**src/rtl/seq_pkg.sv**
```systemverilog
// Shared definitions for the serial sequence detector path: serializer FSM encodings
// and detector state constants used by both serializer and detector benches.
package seq_pkg;

    typedef enum logic {
        SER_IDLE  = 1'b0,
        SER_SHIFT = 1'b1
    } ser_state_e;

    typedef enum logic [1:0] {
        S0 = 2'd0,
        S1 = 2'd1,
        S2 = 2'd2
    } det_state_e;

endpackage

```
**src/rtl/seq_shift_reg.sv**
```systemverilog
// Loadable W-bit shift register with a serial-out tap; shifts toward the output end
// (MSB when MSB_FIRST != 0, otherwise LSB) and fills with 0.
module seq_shift_reg #(
    parameter int W         = 8,
    parameter int MSB_FIRST = 1
) (
    input  logic         clk,
    input  logic         reset,
    input  logic         load_i,
    input  logic         shift_i,
    input  logic [W-1:0] din_i,
    output logic         sout_o
);

    logic [W-1:0] sreg_q;
    logic [W-1:0] sreg_d;

    // Next-state: parallel load wins over shift so a back-to-back reload is exact.
    always_comb begin
        sreg_d = sreg_q;
        if (load_i) begin
            sreg_d = din_i;
        end else if (shift_i) begin
            if (MSB_FIRST != 0) begin
                sreg_d = {sreg_q[W-2:0], 1'b0};
            end else begin
                sreg_d = {1'b0, sreg_q[W-1:1]};
            end
        end else begin
            sreg_d = sreg_q;
        end
    end

    // Shift register storage.
    always_ff @(posedge clk) begin
        if (reset) begin
            sreg_q <= {W{1'b0}};
        end else begin
            sreg_q <= sreg_d;
        end
    end

    assign sout_o = (MSB_FIRST != 0) ? sreg_q[W-1] : sreg_q[0];

endmodule

```
**src/rtl/seq_serializer.sv**
```systemverilog
// Parallel-to-serial front end for the sequence detector; valid/ready word intake.
// Optional trailing even-parity bit when SER_PARITY_EN is defined.
module seq_serializer
    import seq_pkg::*;
#(
    parameter int W         = 8,
    parameter int MSB_FIRST = 1
) (
    input  logic         clk,
    input  logic         reset,
    input  logic [W-1:0] din,
    input  logic         din_valid,
    output logic         din_ready,
    output logic         x,
    output logic         x_valid,
    output logic         frame_done
);

`ifdef SER_PARITY_EN
    localparam int FLEN = W + 1;
`else
    localparam int FLEN = W;
`endif
    localparam int CW = $clog2(W + 2);
    localparam logic [CW-1:0] CNT_LOAD = CW'(FLEN - 1);

    ser_state_e    state_q, state_d;
    logic [CW-1:0] cnt_q, cnt_d;
    logic          load_s;
    logic          shift_s;
    logic          accept_s;
    logic          last_s;
    logic          tap_s;
    logic          bit_s;

    assign last_s    = (state_q == SER_SHIFT) && (cnt_q == {CW{1'b0}});
    assign din_ready = (state_q == SER_IDLE) || last_s;
    assign accept_s  = din_valid && din_ready;

    // Next-state, counter and shift-register control.
    always_comb begin
        state_d = state_q;
        cnt_d   = cnt_q;
        load_s  = 1'b0;
        shift_s = 1'b0;
        case (state_q)
            SER_IDLE: begin
                if (accept_s) begin
                    state_d = SER_SHIFT;
                    cnt_d   = CNT_LOAD;
                    load_s  = 1'b1;
                end else begin
                    state_d = SER_IDLE;
                end
            end
            SER_SHIFT: begin
                if (cnt_q != {CW{1'b0}}) begin
                    cnt_d   = cnt_q - CW'(1);
                    shift_s = 1'b1;
                end else if (accept_s) begin
                    cnt_d   = CNT_LOAD;
                    load_s  = 1'b1;
                end else begin
                    state_d = SER_IDLE;
                end
            end
            default: begin
                state_d = SER_IDLE;
                cnt_d   = {CW{1'b0}};
            end
        endcase
    end

    // FSM state and bit counter registers.
    always_ff @(posedge clk) begin
        if (reset) begin
            state_q <= SER_IDLE;
            cnt_q   <= {CW{1'b0}};
        end else begin
            state_q <= state_d;
            cnt_q   <= cnt_d;
        end
    end

    seq_shift_reg #(
        .W         (W),
        .MSB_FIRST (MSB_FIRST)
    ) u_sreg (
        .clk     (clk),
        .reset   (reset),
        .load_i  (load_s),
        .shift_i (shift_s),
        .din_i   (din),
        .sout_o  (tap_s)
    );

`ifdef SER_PARITY_EN
    logic par_q;

    // Even parity of the accepted word, sent after the data bits.
    always_ff @(posedge clk) begin
        if (reset) begin
            par_q <= 1'b0;
        end else if (load_s) begin
            par_q <= ^din;
        end else begin
            par_q <= par_q;
        end
    end

    assign bit_s = (cnt_q == {CW{1'b0}}) ? par_q : tap_s;
`else
    assign bit_s = tap_s;
`endif

    // Idle drives 0 so the detector never samples a stray 1.
    assign x          = (state_q == SER_SHIFT) ? bit_s : 1'b0;
    assign x_valid    = (state_q == SER_SHIFT);
    assign frame_done = last_s;

endmodule

```
**config.mk**
```make
export PLATFORM = sky130hd
export DESIGN_NAME = seq_serializer
export DESIGN_NICKNAME = d
export VERILOG_FILES = /design/src/rtl/seq_pkg.sv /design/src/rtl/seq_shift_reg.sv /design/src/rtl/seq_serializer.sv
export SDC_FILE = /design/constraint.sdc
export NUM_CORES = 1
export LEC_CHECK = 0
export CORE_UTILIZATION = 40
export DETAILED_ROUTE_END_ITERATION = 7
export GPL_TIMING_DRIVEN = 0
export HOLD_SLACK_MARGIN = 0.08
export SLEW_MARGIN = 5
export SYNTH_ARGS = -nofsm -noshare
export SYNTH_HDL_FRONTEND = slang
export SYNTH_SLANG_ARGS = --single-unit
```
**constraint.sdc**
```tcl
create_clock -name clk -period 4.63 [get_ports clk]
set_input_delay 0.926 -clock clk [delete_from_list [all_inputs] [get_ports clk]]
set_output_delay 0.926 -clock clk [all_outputs]
set_load 0.005 [all_outputs]
```
### Word-level counts from Yosys, hierarchy flattened

Index checks and enable logic that the tools add are counted.

| word-level totals | value |
|---|---|
| flip-flop bits (word level) | 13 |
| input bits | 11 |

| operators by class | value |
|---|---|
| multiplexer cells | 13 |
| bitwise gates (word level) | 1 |
| reduce and logical (&&, ||, !) cells | 6 |
| $add $sub $neg | 1 |

Operators with widths:

| operator | count |
|---|---|
| two-way mux 8 bit | 2 |
| two-way mux 4 bit | 2 |
| case mux 4 bit (2 select lines) | 1 |
| two-way mux 1 bit | 6 |
| zero test 4 bit | 1 |
| case mux 1 bit (2 select lines) | 2 |
| nonzero test 4 bit | 1 |
| subtractor 4 x 1 -> 4 bit (second input constant) | 1 |
| logical AND 1 bit | 2 |
| nonzero test 2 bit | 1 |
| logical OR 1 bit | 1 |
| NOT 1 bit | 1 |

### Logic depth before layout (Yosys ltp)

| depth | value |
|---|---|
| depth after elaboration | 8 |
| depth in mapped cells | 6 |
| depth with buffers taken out | 5 |

### Cells and area by module

Synthesis repeated with hierarchy kept, for this count alone.

| second synthesis, totals | value |
|---|---|
| cell total of the unflattened synthesis | 66 |
| area total of the unflattened synthesis | 640.6 µm² |

By module, submodules not included:

| module | sequential area each (µm²) | area an instance (µm²) | cells each | times used |
|---|---|---|---|---|
| seq_shift_reg | 160.2 | 369.1 | 35 | 1 |
| seq_serializer | 100.1 | 271.5 | 31 | 1 |

### Worst setup path before layout

OpenSTA, ideal clock, no wires.

| timing | value |
|---|---|
| kind | reg2out |
| from | register cnt_q[0] |
| to | output port din_ready |
| stages on the path, launching flop included | 7 |
| path buffers | 1 |
| setup slack | 2434 ps |
| arrival time | 1270 ps |
| cell sequence | dfxtp_1 > inv_1 > ha_1 > or3b_1 > and2_4 > buf_6 > inv_2 |

| between the ends | value |
|---|---|
| longest elaborated chain between the ends | 3 |

RTL lines:

| item | line | text |
|---|---|---|
| start, declared | seq_serializer.sv:28 | `logic [CW-1:0] cnt_q, cnt_d;` |
| start signal, assigned | seq_serializer.sv:78 | `cnt_q <= {CW{1'b0}};` |
| start signal, assigned | seq_serializer.sv:81 | `cnt_q <= cnt_d;` |
| zero test 4 bit | seq_serializer.sv:36 | `assign last_s = (state_q == SER_SHIFT) && (cnt_q == {CW{1'b0}});` |
| logical AND 1 bit | seq_serializer.sv:36 |  |
| logical OR 1 bit | seq_serializer.sv:37 | `assign din_ready = (state_q == SER_IDLE) \|\| last_s;` |
| end, declared | seq_serializer.sv:13 | `output logic din_ready,` |

No other way between the ends.

### Final worst setup path

Same ends and word-level chain as after synthesis.

==> metrics.txt <==
outcome finished, final reports clean; number of cell rows 15; Tcrit/Tclk final 66.1%; RSZ-0062 raised after global routing no; post-synthesis instance total 76; Max Cap Viol 0; final hold violation count 0; Worst VDD drop 0.140 mV; Clock Tree Root clkbuf_4; Cell Pwr Density 297 mW/mm^2; Mapped Area 759 um^2; Die W 45.6 um; GR Util All Layers 17.6%; post-route ant nets 0; Crit path buffers/inverters 4; Max Buffers Root-to-Sink 2; # diodes 0; Die ar. 0.00208 mm^2; Initial Util 43.5%; largest net degree at the start of global routing 11; post-synth cell types 27; CTS H-tree depth 1; Die Ht 45.6 um; crit path DAT 2.13 ns; Avg WL per Cell 12.7 um; Clock Latency Late Sink 0.27 ns; vias in the first global route 588; crit end category output port; global-route wire length before repair 2550 um; fmax 0.327 GHz; critical path's slowest cell clkdlybuf4s50_1; CTS buffer count 3; Worst Hold Class reg -> reg; maximum fanout along the worst path 10; clock skew 0.00383 ns; worst-path cell chain inv_1, ha_1, or3b_1, and2_4, buf_6, inv_2, clkdlybuf4s50_1; CP top delay family buffers and inverters; # Post-CTS Setup Buffers 0; CP Data Required Time 3.70 ns; core footprint 0.00175 mm^2; total gr overflow 0; Area Overhead vs Synth 24.7%; commonest cells after routing, fill and taps aside dfxtp_1, clkdlybuf4s50_1, inv_1; DRT iter0 DRCs 5; initial antenna violation count 0; syn_area_per_cell 9.99 um^2; P_leak 0.000335 uW; share of cells above drive strength 1 32.3%; kind of critical path reg -> out; # DRC 0; crit start category register; CTS tree yes; DR vias/cell 4.99; RePlAce Congestion 0.688; cts hold-fix bufs 0; max-slew violations 0; final wirelength 1500 um; delay of the slowest critical-path stage 0.48 ns; final setup fails 0; sequential fraction of the synthesis area 34.3%; Synth Register Bits 13; # placed instances 114; nets 106; number of synthesis warnings 0; slew at the pin closest to its max-slew limit 0.692 ns; drt pass-1 iters 3; syn_nets 88; dpl hpwl 1020 um; fin crit period 3.06 ns; port buffer count 13; I/O Pins 15; non-filler instance count after layout 118; DR vias 589; Worst-path clk slew 0.08 ns; Max transition margin 53.9%; clk sink count 13; Setup TNS 0 ns; post-CTS sizing 0
worst reg2reg max path, delay by kind of cell (launching register included):
kind	cells	cell delay [ns]
flip-flops	1	0.33
AND/OR/NAND/NOR	1	0.38
AO/OA/AOI/OAI	2	0.32
buffers and inverters	2	0.30
adder cells (fa/ha/maj)	1	0.22
final cells by class:
class | instances | area (um^2)
repair buffers | 13 | 130
flip-flops and latches | 13 | 260
fillers | 178 | 798
plain buffers | 7 | 42.5
clock buffers | 4 | 26.3
well taps | 25 | 31.3
multi-input cells | 44 | 412
inverters | 12 | 45.0
path summary, 6_finish.rpt:
path | startpoint | end | slack, ns | cells after the start
worst max-delay path | cnt_q[0]$_SDFF_PP0_ | din_ready | 1.57 | 7
worst min-delay path | u_sreg.sreg_q[5]$_SDFFE_PP0P_ | u_sreg.sreg_q[6]$_SDFFE_PP0P_ | 0.46 | 2
worst max register to register | cnt_q[0]$_SDFF_PP0_ | u_sreg.sreg_q[5]$_SDFFE_PP0P_ | 2.94 | 6
worst min register to register | u_sreg.sreg_q[5]$_SDFFE_PP0P_ | u_sreg.sreg_q[6]$_SDFFE_PP0P_ | 0.46 | 2
synthesized netlist by cell type:
cell type  count  area share [%]
buf_6          1             1.5
buf_2          4             2.6
nor3_1         2             1.3
a21oi_1        2             1.3
a21oi_2        2             2.3
a221oi_2       7              14
buf_1          1            0.49
nor3_2         1             1.3
mux2i_1        1             1.3
a211oi_2       9              15
dfxtp_1       13              34
nor2b_1        7             5.8
ha_1           1             1.6
inv_1         11             5.4
or3b_1         1             1.2
and2_4         1             1.2
o21a_1         1            0.99
inv_2          1            0.49
nand4_1        1            0.82
a31o_1         1             1.2
buf_4          1            0.99
nand2_1        1            0.49
a31oi_1        2             1.6
nand3b_1       1            0.99
and2_1         1            0.82
nor2_1         1            0.49
or3_1          1            0.82
kinds of logic after synthesis:
kind of cell,share of synthesized area (%)
simple gates,15.2
flops,34.3
fa+ha+maj,1.65
mux,1.32
buf+inv,11.5
compound gates,36.1
sequential cells by signal, summed over array words and instances (netlist names):
signal / cells
cnt_q: 4
x_valid: 1
u_sreg.sreg_q: 8
power by group:
group          internal [uW]  switching (uW)  total, uW
clock network           33.3            35.6       69.0
registers                123            6.06        129
logic                   42.0            41.5       83.5
total                    198            83.2        281
per-layer routing:
| metal | track usage [%] | vias up | part of all wire (%) |
|---|---|---|---|
| li1 | - | 309 | - |
| met1 | 23.3 | 269 | 49 |
| met2 | 27.7 | 9 | 47 |
| met3 | 2.38 | 2 | 2.7 |
| met4 | 9.09 | 0 | 0.80 |
| met5 | 0 | - | 0 |
metrics by stage:
step | power [uW] | util (%) | cell area (um^2) | worst slack (ns) | hold slack (ns)
after floorplan | 191 | - | 759 | 2.43 | 0.440
after global placement | 215 | 52.8 | 921 | 1.88 | 0.452
after detailed placement | 216 | 52.8 | 921 | 1.87 | 0.455
after CTS | 287 | 54.3 | 947 | 1.56 | 0.466
after global routing | 298 | 54.3 | 947 | 1.44 | 0.475
final | 281 | 54.3 | 947 | 1.57 | 0.461
(Power assumes the default switching activity.)
